### src/rtl/alu_cc_sink_if.sv
// alu_cc_sink_if: ALU-result handshake between the execute-stage ALU (master)
// and the condition-code sink (slave), including the registered output side
// facing memory/writeback.
interface alu_cc_sink_if #(
  parameter int WIDTH = 64
);
  // ALU result side
  logic                    in_valid;
  logic                    in_ready;
  logic [1:0]              in_ctrl;
  logic signed [WIDTH-1:0] in_result;
  logic                    in_ovf;
  logic                    in_set_cc;
  logic [3:0]              in_ifun;
  // Memory/writeback side
  logic                    out_valid;
  logic                    out_ready;
  logic signed [WIDTH-1:0] out_result;
  logic                    out_cnd;
  logic [2:0]              out_cc;
  logic                    out_err;

  modport master (
    output in_valid, in_ctrl, in_result, in_ovf, in_set_cc, in_ifun, out_ready,
    input  in_ready, out_valid, out_result, out_cnd, out_cc, out_err
  );

  modport slave (
    input  in_valid, in_ctrl, in_result, in_ovf, in_set_cc, in_ifun, out_ready,
    output in_ready, out_valid, out_result, out_cnd, out_cc, out_err
  );
endinterface

### src/rtl/alu_cc_sink.sv
// alu_cc_sink: consumer of ALU results in the Y86 execute stage. Updates the
// {ZF,SF,OF} condition-code register, evaluates the jXX/cmovXX condition
// against the post-update flags, and holds result/condition/flags in a
// one-entry output register with valid/ready flow control.
// Optional build macro CC_OVF_COUNT_EN adds a saturating 16-bit counter of
// flag-setting overflows (ovf_count) with a synchronous clear (ovf_clr).
module alu_cc_sink #(
  parameter int         WIDTH    = 64,
  parameter logic [2:0] RESET_CC = 3'b100
) (
  input  logic              clk,
  input  logic              rst_n,
  alu_cc_sink_if.slave      bus
`ifdef CC_OVF_COUNT_EN
  ,
  input  logic              ovf_clr,
  output logic [15:0]       ovf_count
`endif
);

  localparam logic [1:0] CTRL_ADD = 2'b00;
  localparam logic [1:0] CTRL_SUB = 2'b01;

  typedef enum logic {
    EMPTY = 1'b0,
    FULL  = 1'b1
  } state_t;

  // Arithmetic ops may overflow; logical ops never report overflow.
  function automatic logic of_mask(input logic [1:0] ctrl, input logic ovf);
    return ovf && ((ctrl == CTRL_ADD) || (ctrl == CTRL_SUB));
  endfunction

  // Only function codes 0..6 name a Y86 condition.
  function automatic logic ifun_valid(input logic [3:0] ifun);
    return ifun <= 4'd6;
  endfunction

  // Y86 condition table over {ZF,SF,OF}; undefined codes evaluate false.
  function automatic logic cond_eval(input logic [3:0] ifun, input logic [2:0] cc);
    logic zf, sf, of;
    logic r;
    zf = cc[2];
    sf = cc[1];
    of = cc[0];
    case (ifun)
      4'd0:    r = 1'b1;
      4'd1:    r = (sf ^ of) | zf;
      4'd2:    r = sf ^ of;
      4'd3:    r = zf;
      4'd4:    r = !zf;
      4'd5:    r = !(sf ^ of);
      4'd6:    r = !(sf ^ of) && !zf;
      default: r = 1'b0;
    endcase
    return r;
  endfunction

  state_t                  state_q;
  state_t                  state_d;
  logic                    accept_p0;
  logic                    vld_p1;

  logic [2:0]              cc_q;
  logic [2:0]              cc_upd_p0;
  logic [2:0]              cc_eff_p0;
  logic                    cnd_p0;
  logic                    err_p0;

  logic signed [WIDTH-1:0] result_p1;
  logic                    cnd_p1;
  logic [2:0]              cc_p1;
  logic                    err_p1;

  // ---- Stage p0: handshake and flag/condition evaluation ----

  // Output-stage state register.
  always_ff @(posedge clk or negedge rst_n) begin
    if (!rst_n) state_q <= EMPTY;
    else        state_q <= state_d;
  end

  // Next state: fill on accept, drain when the consumer takes the entry and nothing replaces it.
  always_comb begin
    state_d = state_q;
    case (state_q)
      EMPTY:   if (accept_p0) state_d = FULL;
      FULL:    if (bus.out_ready && !accept_p0) state_d = EMPTY;
      default: state_d = EMPTY;
    endcase
  end

  // FSM outputs: entry-held flag and combinational ready that allows a same-cycle reload.
  always_comb begin
    vld_p1        = (state_q == FULL);
    bus.out_valid = vld_p1;
    bus.in_ready  = !vld_p1 || bus.out_ready;
    accept_p0     = bus.in_valid && bus.in_ready;
  end

  // Candidate flags from this result, and the flags the condition sees (own update when set_cc).
  always_comb begin
    cc_upd_p0 = {(bus.in_result == '0), bus.in_result[WIDTH-1], of_mask(bus.in_ctrl, bus.in_ovf)};
    cc_eff_p0 = bus.in_set_cc ? cc_upd_p0 : cc_q;
    cnd_p0    = cond_eval(bus.in_ifun, cc_eff_p0);
    err_p0    = !ifun_valid(bus.in_ifun);
  end

  // Architectural condition-code register; only accepted flag-setting results touch it.
  always_ff @(posedge clk or negedge rst_n) begin
    if (!rst_n)                         cc_q <= RESET_CC;
    else if (accept_p0 && bus.in_set_cc) cc_q <= cc_upd_p0;
  end

  // ---- Stage p1: registered entry toward memory/writeback ----

  // Load a new entry on every accept; otherwise hold so a stalled consumer sees stable data.
  always_ff @(posedge clk or negedge rst_n) begin
    if (!rst_n) begin
      result_p1 <= '0;
      cnd_p1    <= 1'b0;
      cc_p1     <= RESET_CC;
      err_p1    <= 1'b0;
    end else if (accept_p0) begin
      result_p1 <= bus.in_result;
      cnd_p1    <= cnd_p0;
      cc_p1     <= cc_eff_p0;
      err_p1    <= err_p0;
    end
  end

  assign bus.out_result = result_p1;
  assign bus.out_cnd    = cnd_p1;
  assign bus.out_cc     = cc_p1;
  assign bus.out_err    = err_p1;

`ifdef CC_OVF_COUNT_EN
  logic [15:0] ovf_cnt_q;
  logic        ovf_hit_p0;

  assign ovf_hit_p0 = accept_p0 && bus.in_set_cc && cc_upd_p0[0];

  // Saturating overflow counter; clear wins over a same-cycle increment.
  always_ff @(posedge clk or negedge rst_n) begin
    if (!rst_n)                                  ovf_cnt_q <= 16'h0000;
    else if (ovf_clr)                            ovf_cnt_q <= 16'h0000;
    else if (ovf_hit_p0 && ovf_cnt_q != 16'hFFFF) ovf_cnt_q <= ovf_cnt_q + 16'h0001;
  end

  assign ovf_count = ovf_cnt_q;
`endif

endmodule

### src/flat_wrapper.sv
// flat-port wrapper written by rule: the top's interface ports become plain ports
module alu_cc_sink_flat 
#(
  parameter int         WIDTH    = 64,
  parameter logic [2:0] RESET_CC = 3'b100
)
  (clk, rst_n, bus_in_valid, bus_in_ctrl, bus_in_result, bus_in_ovf, bus_in_set_cc, bus_in_ifun, bus_out_ready, bus_in_ready, bus_out_valid, bus_out_result, bus_out_cnd, bus_out_cc, bus_out_err);
  alu_cc_sink_if #(.WIDTH(WIDTH)) bus_i ();
  input  logic clk;
  input  logic rst_n;
  input wire logic [$bits(bus_i.in_valid)-1:0] bus_in_valid;
  input wire logic [$bits(bus_i.in_ctrl)-1:0] bus_in_ctrl;
  input wire logic [$bits(bus_i.in_result)-1:0] bus_in_result;
  input wire logic [$bits(bus_i.in_ovf)-1:0] bus_in_ovf;
  input wire logic [$bits(bus_i.in_set_cc)-1:0] bus_in_set_cc;
  input wire logic [$bits(bus_i.in_ifun)-1:0] bus_in_ifun;
  input wire logic [$bits(bus_i.out_ready)-1:0] bus_out_ready;
  output wire logic [$bits(bus_i.in_ready)-1:0] bus_in_ready;
  output wire logic [$bits(bus_i.out_valid)-1:0] bus_out_valid;
  output wire logic [$bits(bus_i.out_result)-1:0] bus_out_result;
  output wire logic [$bits(bus_i.out_cnd)-1:0] bus_out_cnd;
  output wire logic [$bits(bus_i.out_cc)-1:0] bus_out_cc;
  output wire logic [$bits(bus_i.out_err)-1:0] bus_out_err;
  assign bus_i.in_valid = bus_in_valid;
  assign bus_i.in_ctrl = bus_in_ctrl;
  assign bus_i.in_result = bus_in_result;
  assign bus_i.in_ovf = bus_in_ovf;
  assign bus_i.in_set_cc = bus_in_set_cc;
  assign bus_i.in_ifun = bus_in_ifun;
  assign bus_i.out_ready = bus_out_ready;
  assign bus_in_ready = bus_i.in_ready;
  assign bus_out_valid = bus_i.out_valid;
  assign bus_out_result = bus_i.out_result;
  assign bus_out_cnd = bus_i.out_cnd;
  assign bus_out_cc = bus_i.out_cc;
  assign bus_out_err = bus_i.out_err;
  alu_cc_sink #(.WIDTH(WIDTH), .RESET_CC(RESET_CC)) u_core (.clk(clk), .rst_n(rst_n), .bus(bus_i));
endmodule
### config.mk
export PLATFORM = sky130hd
export DESIGN_NAME = alu_cc_sink_flat
export DESIGN_NICKNAME = d
export VERILOG_FILES = /design/src/rtl/alu_cc_sink_if.sv /design/src/rtl/alu_cc_sink.sv /design/src/flat_wrapper.sv
export SDC_FILE = /design/constraint.sdc
export NUM_CORES = 1
export LEC_CHECK = 0
export ABC_CLOCK_PERIOD_IN_PS = 1300
export CAP_MARGIN = 0
export CORE_UTILIZATION = 24
export CTS_CLUSTER_SIZE = 12
export DETAILED_ROUTE_END_ITERATION = 10
export GPL_TIMING_DRIVEN = 0
export PLACE_DENSITY_LB_ADDON = 0.08
export SLEW_MARGIN = 40
export SYNTH_ARGS = -nofsm -noshare
export SYNTH_HDL_FRONTEND = slang
export SYNTH_SLANG_ARGS = --single-unit
### constraint.sdc
create_clock -name clk -period 1.3 [get_ports clk]
set_input_delay 0.26 -clock clk [delete_from_list [all_inputs] [get_ports clk]]
set_output_delay 0.26 -clock clk [all_outputs]
set_load 0.1 [all_outputs]
==> results.py, run 1 <==
metrics = {
    "global_routing": {
        "grt_pass1_vias": 2992,
        "gr-total-overflow": 0,
        "busiest_layer": "met2",
        "grt_max_degree": 56,
        "met1_usage_pct": 20.9,
        "grtUsageMet3_pct": 4.90,
        "use_met2_pct": 25.9,
        "grt_pass1_wl_microns": 16100,
        "grt_usage_pct": 16.2,
        "grt_antenna_before_repair": 0,
    },
    "routing": {
        "drtIter0Drc": 95,
        "ant_nets": 0,
        "post_drt_wl_per_cell_microns": 15.6,
        "drtPass1Iterations": 4,
        "routed_wl_microns": 10700,
        "vias": 2932,
        "post-route-drc-count": 0,
        "via_per_inst": 4.29,
    },
    "setup_path": {
        "worstSetupPathType": "flip-flop to flip-flop",
        "crit_buf_inv": 0,
        "critPathMaxStageDelay_ps": 480,
        "path_cells": "nand2b_4 > nand2_8 > or4_4 > a21oi_2 > a41oi_1 > o21ai_1",
        "startpoint_type": "flip-flop",
        "worstPathArrival_ps": 1710,
        "cp-end-kind": "flip-flop",
        "crit_path_start": "u_core.bus.out_valid",
        "crit_slowest_cell": "dfrtp_4",
        "r2r-start": "u_core.bus.out_valid",
        "crit_fanout": 3,
        "cp_top_family": "simple AND/OR/NAND/NOR gates",
        "required_ps": 1550,
    },
    "floorplan": {
        "die_y_microns": 115,
        "die-area_sq_um": 13200,
        "rows": 40,
        "initial_core_util_pct": 25.1,
        "chipWidth_microns": 115,
        "ios": 147,
        "core_area_sq_um": 12200,
    },
    "cells_and_area": {
        "layout_commonest_cell": "nand2_1",
        "final_util_pct": 43.5,
        "final_cells": 684,
        "nNetsFinal": 587,
        "layout_common_cells": "196 x nand2_1, 74 x buf_4, 70 x dfrtp_1",
        "drive_gt1_share_pct": 38.4,
        "diodes": 0,
        "synthToLayoutAreaGrowth_pct": 73.6,
    },
    "synth": {
        "synthAdderAreaFrac_pct": 0,
        "async_reset_ff_share_pct": 100,
        "synth-seq-cells": 73,
        "synth-simple-area-share_pct": 32.8,
        "synth_xor_area_share_pct": 0.818,
        "synth_warnings": 0,
        "synth_ff_type": "dfrtp_1",
        "synth_compound_area_share_pct": 2.29,
        "ys_seq_area_share_pct": 59.8,
        "synthCells": 339,
        "yosysUniqueCellTypes": 30,
        "synth_top_family_by_area": "simple AND/OR/NAND/NOR gates",
        "synth_mux_area_share_pct": 1.76,
        "mappedNetlistArea_sq_um": 3060,
        "syn_nets": 415,
        "synth_edf_count": 0,
        "syn_area_per_cell_sq_um": 9.03,
    },
    "worst_hold_path": {
        "min_path_type": "input pin to flip-flop",
        "worstHoldStart": "bus_in_result[29]",
    },
    "clocking": {
        "clockBufferDepth": 2,
        "cts_sinks": 73,
        "clkSlewWorstSetupHoldPaths_ps": 60,
        "root_buffer": "clkbuf_16",
        "insertion_delay_ps": 330,
        "cts-buffers-inserted": 9,
        "cts_tree": "built",
        "ctsHtreeMaxLevel": 3,
    },
    "sta": {
        "slew_viol_final": 0,
        "slew_headroom_pct": 67.9,
        "tightest_slew_ps": 485,
        "post-route-period-util_pct": 112,
        "skew_ps": 2.70,
        "rsz0062_at_grt": "true",
        "tns_ps": -5700,
        "setup_slack_ps": -159,
        "hold_viol_final": 0,
        "max_freq_ghz": 0.685,
        "whs_ps": 130,
        "setup_viol": 72,
        "period_minus_slack_ps": 1460,
    },
    "outcome": {
        "violations": "negative setup slack",
        "status": "finished, violations left",
    },
    "placement": {
        "hpwl_microns": 7360,
        "gp_congestion": 0.755,
        "io_buffers": 144,
        "post-place-cells": 652,
    },
    "pwr": {
        "p_leak_uw": 0.00271,
        "power_uw": 9130,
        "vdd_ir_drop_max_uv": 773,
        "power_density_nw_per_um2": 1720,
    },
    "job": {
        "maxCapViolCount": 0,
    },
}
-- worst register-to-register path: cells and delay by family, from the launching register on --
family,cells,cell delay [ps]
simple gates,3,590
compound gates,3,320
flops,1,480
-- cells in the mapped netlist (2+ instances only) --
cell type / number / area share [%]
nor4_2: 8 / 3.3
nor2_1: 4 / 0.49
nor4_1: 9 / 1.8
nand2b_1: 2 / 0.41
buf_2: 5 / 0.82
nand4_1: 4 / 0.82
dfstp_2: 2 / 1.7
dfrtp_1: 71 / 58
mux2i_1: 2 / 0.65
o21ai_1: 4 / 0.65
mux2_1: 3 / 1.1
clkbuf_1: 10 / 1.2
a31oi_1: 2 / 0.41
nand2_1: 197 / 24
-- flip-flops by register name, summed over array words and instances, names as in the netlist --
name,flops
u_core.cc_q,3
u_core.bus.out_err,1
u_core.bus.out_result,64
u_core.bus.out_cc,3
u_core.bus.out_valid,1
u_core.bus.out_cnd,1
-- worst paths after layout --
path	slack, ps	depth (start not counted)	endpoint
setup / recovery	-160	6	u_core.bus.out_cnd
hold / removal	130	3	u_core.bus.out_result[29]
setup reg to reg	-160	6	u_core.bus.out_cnd
hold reg to reg	470	2	u_core.bus.out_result[6]
max in group asynchronous	370	3	u_core.cc_q[2]
min in group asynchronous	340	2	u_core.bus.out_result[49]
-- through the flow --
stage	worst slack [ps]	instance area (sq um)
after floorplan	-589	3130
after global placement	-3400	4780
after detailed placement	-1090	4460
after CTS	-172	5090
after global routing	-206	5310
final	-159	5310
-- routing by layer --
| metal | part of all wire, % | vias up |
|---|---|---|
| li1 | - | 1429 |
| met1 | 44 | 1398 |
| met2 | 48 | 94 |
| met3 | 6.3 | 11 |
| met4 | 1.3 | 0 |
| met5 | 0 | - |
-- power breakdown --
part	internal (uW)	switching, uW
registers	2580	173
logic	866	2810
clock network	1790	918
-- cells by family after synthesis --
kind of cell	Yosys count
buf+inv	17
compound gates	11
simple gates	231
mux	5
flops	73
xor+xnor	2
-- area by class of cell --
type,instances,area [sq um]
Inverter,1,3.75
Sequential cell,73,1830
Buffer,14,159
Fill cell,1268,6900
Tap cell,168,210
Clock buffer,14,264
Clock inverter,2,60.1
Multi-Input combinational cell,249,1360
Timing Repair Buffer,163,1430
-- timing repair --
| item | 4_1_cts | 5_1_grt |
|---|---|---|
| gates cloned | 0 | 7 |
| hold buffers | 1 | 0 |
| pin swaps | 26 | 19 |
| resized for setup | 302 | 42 |
| hold endpoints to repair | 18 | 0 |
| setup buffers | 2 | 8 |
| endpoints found under the setup margin | 133 | 73 |
Note: power is estimated with default switching activity, not from simulation.
==> inputs of run 2 (changes only) <==
- CORE_ASPECT_RATIO: not set -> 1.25
==> run 2 against run 1 <==
Against the previous run: routed wire length decreased by 4.0%; the run still ends with negative setup slack left; core utilization decreased by 0.56 points; largest cell class unchanged; highest routed layer unchanged; critical path depth stayed put.
==> results.py, run 2 (same netlist as run 1, synthesis figures left out) <==
metrics = {
    "outcome": {
        "status": "finished, violations left",
        "violations": "negative setup slack",
    },
    "routing": {
        "vias": 2924,
        "drtPass1Iterations": 4,
        "drtIter0Drc": 88,
        "via_per_inst": 4.32,
        "post-route-drc-count": 0,
        "ant_nets": 0,
        "routed_wl_microns": 10300,
        "post_drt_wl_per_cell_microns": 15.2,
    },
    "floorplan": {
        "chipWidth_microns": 103,
        "die_y_microns": 128,
        "initial_core_util_pct": 24.9,
        "die-area_sq_um": 13200,
        "rows": 45,
        "ios": 147,
        "core_area_sq_um": 12300,
    },
    "setup_path": {
        "crit_buf_inv": 0,
        "crit_path_start": "u_core.bus.out_valid",
        "r2r_slack_ps": -170,
        "cp-end-kind": "flip-flop",
        "r2r-end": "u_core.bus.out_cnd",
        "startpoint_type": "flip-flop",
        "worstPathArrival_ps": 1720,
        "critPathCapture": "u_core.bus.out_cnd",
        "reg2reg_depth": 6,
        "cp_top_family": "simple AND/OR/NAND/NOR gates",
        "critPathMaxStageDelay_ps": 480,
        "crit_fanout": 3,
        "r2r-start": "u_core.bus.out_valid",
        "required_ps": 1550,
        "path_cells": "nand2b_4 > nand2_8 > or4_1 > a21oi_1 > a41oi_1 > o21ai_1",
        "worstSetupPathType": "flip-flop to flip-flop",
        "worstSetupPathDepth": 6,
        "crit_slowest_cell": "dfrtp_4",
    },
    "clocking": {
        "cts_sinks": 73,
        "clkSlewWorstSetupHoldPaths_ps": 60,
        "insertion_delay_ps": 330,
        "root_buffer": "clkbuf_16",
        "ctsHtreeMaxLevel": 3,
        "cts_tree": "built",
        "cts-buffers-inserted": 9,
        "clockBufferDepth": 2,
    },
    "cells_and_area": {
        "layout_commonest_cell": "nand2_1",
        "final_util_pct": 43.0,
        "drive_gt1_share_pct": 34.1,
        "nNetsFinal": 584,
        "largest_reg_flops": 64,
        "layout_common_cells": "195 x nand2_1, 70 x dfrtp_1, 69 x buf_4",
        "seq_area_sq_um": 1830,
        "diodes": 0,
        "fillers": 1284,
        "multi_input_area_sq_um": 1300,
        "synthToLayoutAreaGrowth_pct": 72.3,
    },
    "sta": {
        "period_minus_slack_ps": 1470,
        "hold_viol_final": 0,
        "rsz0062_at_grt": "true",
        "post-route-period-util_pct": 113,
        "skew_ps": 6.04,
        "max_freq_ghz": 0.682,
        "setup_viol": 71,
        "tns_ps": -5210,
        "tightest_slew_ps": 482,
        "slew_headroom_pct": 68.1,
        "setup_slack_ps": -166,
        "slew_viol_final": 0,
    },
    "worst_hold_path": {
        "whs_path_depth": 3,
        "min_path_type": "input pin to flip-flop",
    },
    "placement": {
        "gp_congestion": 0.762,
        "io_buffers": 144,
        "preCtsSetupSlack_ps": -1050,
        "hpwl_microns": 7320,
    },
    "global_routing": {
        "grt_max_degree": 43,
        "grt_pass1_wl_microns": 15500,
        "grt_usage_pct": 15.8,
        "grt_pass1_vias": 2930,
        "gr-total-overflow": 0,
        "grt_antenna_before_repair": 0,
    },
    "pwr": {
        "vdd_ir_drop_max_uv": 881,
        "power_density_nw_per_um2": 1720,
        "p_leak_uw": 0.00267,
    },
    "job": {
        "maxCapViolCount": 0,
    },
}
[run 2: tightest hold or removal path, cell delays in order]
cell and delay, ps:
buf_6 80, nand2_1 50, nand2_1 50
[run 2: per-stage QoR]
| stage | instance area, sq um | instances | hold slack [ps] | total power [uW] |
|---|---|---|---|---|
| 3_3_place_gp | 4780 | 647 | 458 | 6380 |
| 4_1_cts | 5110 | 670 | 119 | 9110 |
| 3_5_place_dp | 4450 | 648 | 171 | 6120 |
| 2_1_floorplan | 3130 | 339 | -35.6 | 5310 |
| 5_1_grt | 5270 | 677 | 147 | 9460 |
| 6_report | 5270 | 677 | 136 | 9080 |
[run 2: routing by layer]
metal | wire [microns] | global-route usage (%) | part of all wire [%]
met5 | 0 | 0 | 0
met4 | 207 | 7.62 | 2.0
met3 | 715 | 4.42 | 7.0
met2 | 5020 | 25.7 | 49
met1 | 4330 | 19.2 | 42
[run 2: final cells by class]
type	instances	area share [%]
inverters	1	0.0712
clock inverters	6	1.73
well taps	164	3.89
plain buffers	15	3.32
clock buffers	10	4.53
flip-flops and latches	73	34.8
repair buffers	159	27.0
multi-input cells	249	24.7
[run 2: worst min path at each step]
stage / startpoint / endpoint
final: bus_in_result[23] / u_core.bus.out_result[23]
after global routing: bus_in_result[23] / u_core.bus.out_result[23]
after CTS: bus_in_result[23] / u_core.bus.out_result[23]
after detailed placement: rst_n / u_core.bus.out_result[31]
after global placement: u_core.bus.out_result[7] / u_core.bus.out_result[7]
after floorplan: rst_n / u_core.bus.out_cc[0]
[run 2: repair_timing]
item,4_1_cts,5_1_grt
gates cloned,0,7
endpoints found under the setup margin,119,76
hold buffers,1,0
resized for setup,226,54
hold endpoints to repair,31,0
setup buffers,5,1
pin swaps,26,15
[run 2: report_power, final]
group          switching (uW)  internal [uW]
logic                    2770            839
registers                 179           2570
clock network             986           1740
total                    3940           5150
